==> src/rtl/pdm_cic_decimator.sv <==
// rtl/pdm_cic_decimator.sv - second-order CIC decimator turning a 1-bit PDM stream into 8-bit signed PCM
module pdm_cic_decimator #(
    parameter int R_LOG2 = 4
) (
    input  logic       clk,
    input  logic       rst_n,
    input  logic       en,
    input  logic       clr,
    input  logic       pdm_in,
    output logic [7:0] pcm_out,
    output logic       pcm_valid,
    output logic       pcm_sat
);

    localparam int W     = 2 * R_LOG2 + 1;
    localparam int SHIFT = 2 * R_LOG2 - 8;

    // Mid-scale of the raw comb output (density 0.5) maps to PCM zero.
    localparam logic signed [W:0] BIAS = $signed((W+1)'(1) << (W - 2));
    localparam logic signed [W:0] PMAX = (W+1)'(127);
    localparam logic signed [W:0] PMIN = -(W+1)'(128);

    logic [W-1:0]      i1, i2, d1, d2;
    logic [W-1:0]      c1, c2;
    logic [R_LOG2-1:0] cnt;
    logic [1:0]        warm;
    logic              valid_r;
    logic              tick;
    logic signed [W:0] diff, scaled;
    logic [7:0]        pcm_next;
    logic              sat_next;

    assign tick = en && (cnt == '1);
    assign c1   = i2 - d1;
    assign c2   = c1 - d2;

    assign diff   = $signed({1'b0, c2}) - BIAS;
    assign scaled = diff >>> SHIFT;

    always_comb begin
        pcm_next = scaled[7:0];
        sat_next = 1'b0;
        if (scaled > PMAX) begin
            pcm_next = 8'h7f;
            sat_next = 1'b1;
        end else if (scaled < PMIN) begin
            pcm_next = 8'h80;
            sat_next = 1'b1;
        end
    end

    always_ff @(posedge clk or negedge rst_n) begin
        if (!rst_n) begin
            i1      <= '0;
            i2      <= '0;
            d1      <= '0;
            d2      <= '0;
            cnt     <= '0;
            warm    <= '0;
            pcm_out <= '0;
            pcm_sat <= 1'b0;
            valid_r <= 1'b0;
        end else if (clr) begin
            i1      <= '0;
            i2      <= '0;
            d1      <= '0;
            d2      <= '0;
            cnt     <= '0;
            warm    <= '0;
            pcm_out <= '0;
            pcm_sat <= 1'b0;
            valid_r <= 1'b0;
        end else if (en) begin
            i1      <= i1 + {{(W-1){1'b0}}, pdm_in};
            i2      <= i2 + i1;
            cnt     <= cnt + R_LOG2'(1);
            valid_r <= 1'b0;
            if (tick) begin
                d1 <= i2;
                d2 <= c1;
                // The first two comb outputs still contain start-up transients.
                if (warm == 2'd2) begin
                    pcm_out <= pcm_next;
                    pcm_sat <= sat_next;
                    valid_r <= 1'b1;
                end else begin
                    warm <= warm + 2'd1;
                end
            end
        end
    end

    // A strobe pending across disabled cycles surfaces on the next enabled cycle.
    assign pcm_valid = valid_r & en;

endmodule

==> config.mk <==
export PLATFORM = sky130hd
export DESIGN_NAME = pdm_cic_decimator
export DESIGN_NICKNAME = d
export VERILOG_FILES = /design/src/rtl/pdm_cic_decimator.sv
export SDC_FILE = /design/constraint.sdc
export NUM_CORES = 1
export LEC_CHECK = 0
export ABC_AREA = 0
export ABC_CLOCK_PERIOD_IN_PS = 5800
export CORE_MARGIN = 5
export CORE_UTILIZATION = 43
export DETAILED_ROUTE_END_ITERATION = 10
export GPL_TIMING_DRIVEN = 0
export PLACE_DENSITY = 0.72
export SETUP_SLACK_MARGIN = 0.15
export SLEW_MARGIN = 0
export SYNTH_ARGS = -nofsm -noshare
export SYNTH_HDL_FRONTEND = slang
export SYNTH_SLANG_ARGS = --single-unit
==> constraint.sdc <==
create_clock -name clk -period 5.8 [get_ports clk]
set_input_delay 1.16 -clock clk [delete_from_list [all_inputs] [get_ports clk]]
set_output_delay 1.16 -clock clk [all_outputs]
set_load 0.005 [all_outputs]
==> results.cfg <==
[place]
gp_congestion = 0.909
dp_cells = 485
placed_area_um2 = 3610
dpl.hpwl_mm = 5.37
portBuffers = 13

[sta]
max_slew_margin = 0.584
hold_viol = 0
tns_ns = 0
rsz0062_at_grt = false
fmax_mhz = 230
fin_crit_ns = 4.35
slew_viol_final = 0
finalCritPeriodShare = 0.750
setup_viol = 0
skew_ns = 0.00862
worst_pin_slew_ns = 0.624

[yosys]
synth_compound_area_frac = 0.170
yosys_most_used_dff = dfrtp_1
ys_seq_area_frac = 0.389
synth.top_cell.area_share = 0.389
synth.largest_area_cell = dfrtp_1
syn_area_um2 = 3340
synth_top_family_by_area = compound AO/OA/AOI/OAI gates
synth_area_leaders = dfrtp_1 39%, ha_1 11%, a21oi_1 5.1%
ys_ff_latch = 52
syn_avg_cell_area_um2 = 9.06
synth-edff-count = 0
async_flop_share = 1.00
syn_nets = 407
synth_xor_area_frac = 0.0708
synth_cells = 369
synth_fa_ha_area_frac = 0.130
synthMuxAreaShare = 0.0270
synth-simple-area-share = 0.168
ys_warn_count = 0
synthDistinctLibCells = 55

[worst_setup_path]
worstPathRequired_ns = 5.99
crit_type = flip-flop to flip-flop
cpMaxStageDelayCell = fa_1
critPathArrivalTime_ns = 4.54
cpMostUsedCell = ha_1
crit_chain = inv_1 -> ha_1 -> fa_1 -> nor2b_1 -> o31a_1 -> a21oi_1 -> ha_1 -> inv_1 -> a211oi_1 -> o311ai_0 -> nand2_1 -> xnor2_1 -> xnor2_1 -> ha_1 -> nor4_1 -> nand3_1 -> o31ai_4 -> o21ai_1
crit_path_max_incr_delay_ns = 0.42
cp-start-kind = flip-flop
path_max_fanout = 6
endpoint_kind = flip-flop

[pwr]
seq_power_share = 0.524
ir_drop_uv = 93.3
combPwrFrac = 0.159
power.switching_uw = 199
netSwitchingFraction = 0.281
clkPwrFrac = 0.317
p_per_area_nw_per_um2 = 190
p_int_uw = 507
p_leak_nw = 1.64

[flow_run]
cap_violations = 0

[cells_and_area]
num-nets-final = 428
diodes = 0
final_area_um2 = 3710
fin_util = 0.485
final_cells = 493
nFillCells = 713
area_growth_pct = 11.0
layout-drive-gt1-share = 0.0435

[cts]
cts_tree = built
clockBufferDepth = 2
postCtsSetupBuffers = 0
clk_latency_ns = 0.31
holdBufCountCts = 0
cts_root_buffer = clkbuf_8
cts_made_buffers = 5
numClockSinks = 52
cts.clk_slew.worst_paths_ns = 0.10
postCtsResizedCells = 0
ctsHtreeMaxLevel = 2

[die]
start_util = 0.437
io_pins = 15
fp.coreArea_um2 = 7650
dieArea_um2 = 9640
die_w_um = 98.2
fp.dieH_um = 98.2
rows = 32

[route]
wirelength_mm = 7.05
ant_nets = 0
drtIter0Drc = 88
vias = 2676
post_drt_wl_per_cell_um = 14.3
via_per_inst = 5.43
drc = 0
firstDrtPassIters = 4

[global_routing]
antenna_found_initial = 0
grt_start_max_net_pins = 35
grt_pass1_vias = 2648
track_usage = 0.154
grt_overflow_total = 0
grt_pass1_wl_mm = 12.3

[hold_path]
hold_path.class = flip-flop to flip-flop

[outcome]
status = completed
[through the flow]
| stage | setup WS [ns] | hold slack (ns) | total power [mW] |
|---|---|---|---|
| floorplan | 2.15 | 0.487 | 0.456 |
| global placement | 1.57 | 0.488 | 0.485 |
| detailed placement | 1.51 | 0.487 | 0.490 |
| CTS | 1.47 | 0.511 | 0.713 |
| global route | 0.976 | 0.540 | 0.742 |
| finish | 1.45 | 0.505 | 0.706 |
[final cells by class]
class / count / area, um2 / share of cell area
clock buffers: 6 / 82.6 / 0.0223
clock inverters: 2 / 13.8 / 0.00371
well taps: 102 / 128 / 0.0344
multi-input cells: 278 / 1890 / 0.510
plain buffers: 13 / 50.0 / 0.0135
flip-flops and latches: 52 / 1300 / 0.351
inverters: 26 / 97.6 / 0.0263
repair buffers: 14 / 145 / 0.0391
[cell families after synthesis]
kind of cell	count (synthesis)
and+or+nand+nor	120
AOI/OAI and AO/OA	89
DFF	52
buffers and inverters	39
adders and majority gates	33
xor gates and xnor gates	27
muxes	9
[cell usage in the layout, fill, tap and decap left out, drive strengths merged, types with 3 or more instances in the layout]
cell and instances:
inv 27, nor2 38, buf 8, nand4 5
o21a 4, o211ai 3, o311ai 3, nor3 4
xor2 14, xnor2 13, a21o 4, clkbuf 13
mux2i 9, nand2b 8, clkdlybuf4s50 12, a211oi 4
nor2b 4, o21ai 18, fa 3, nand2 41
a31oi 4, dfrtp 52, ha 30, or3 5
nor3b 3, a21oi 34
[routing by layer]
layer | part of all wire | vias to the layer above | GRT usage
met1 | 0.46 | 1294 | 0.195
met5 | 0 | - | 0
met4 | 0.017 | 0 | 0.0420
met2 | 0.49 | 45 | 0.273
li1 | - | 1326 | -
met3 | 0.032 | 11 | 0.0257
[state kept, by name (all words and copies together) (netlist names)]
signal   cells
d2           9
i1           9
d1           9
i2           9
pcm_sat      1
pcm_out      8
valid_r      1
cnt          4
warm         2
[critical path: cells and delay by family, from the launching register on]
family	cells	cell delay, ns
fa+ha+maj	4	1.32
compound gates	6	1.23
xor+xnor	2	0.38
buf+inv	2	0.16
simple gates	4	0.72
flops	1	0.41
[power groups by stage]
| stage | sequential, mW | combinational, mW | clock, mW |
|---|---|---|---|
| final | 0.370 | 0.112 | 0.224 |
| after global routing | 0.371 | 0.127 | 0.244 |
| after CTS | 0.370 | 0.113 | 0.230 |
| after detailed placement | 0.377 | 0.113 | 0 |
| after global placement | 0.377 | 0.108 | 0 |
| after floorplan | 0.376 | 0.0800 | 0 |
[cells in the mapped netlist (5+ instances only)]
library cell  count
a21oi_1          34
buf_1             5
clkbuf_1          7
dfrtp_1          52
ha_1             30
inv_1            25
mux2i_1           9
nand2_1          41
nand2b_1          8
nand4_1           5
nor2_1           37
o21ai_0          12
o21ai_1           6
or3_1             5
xnor2_1          13
xor2_1           14
[worst paths after layout]
kind / end / start / slack, ns / cells past startpoint
max: pcm_out[0] / i2[0] / 1.45 / 18
min: pcm_sat / pcm_sat / 0.50 / 2
max reg2reg: pcm_out[0] / i2[0] / 1.45 / 18
min reg2reg: pcm_sat / pcm_sat / 0.50 / 2
max in group asynchronous: i1[2] / rst_n / 4.48 / 2
min in group asynchronous: pcm_out[4] / rst_n / 0.78 / 1
Note: power is estimated with default switching activity, not from simulation.
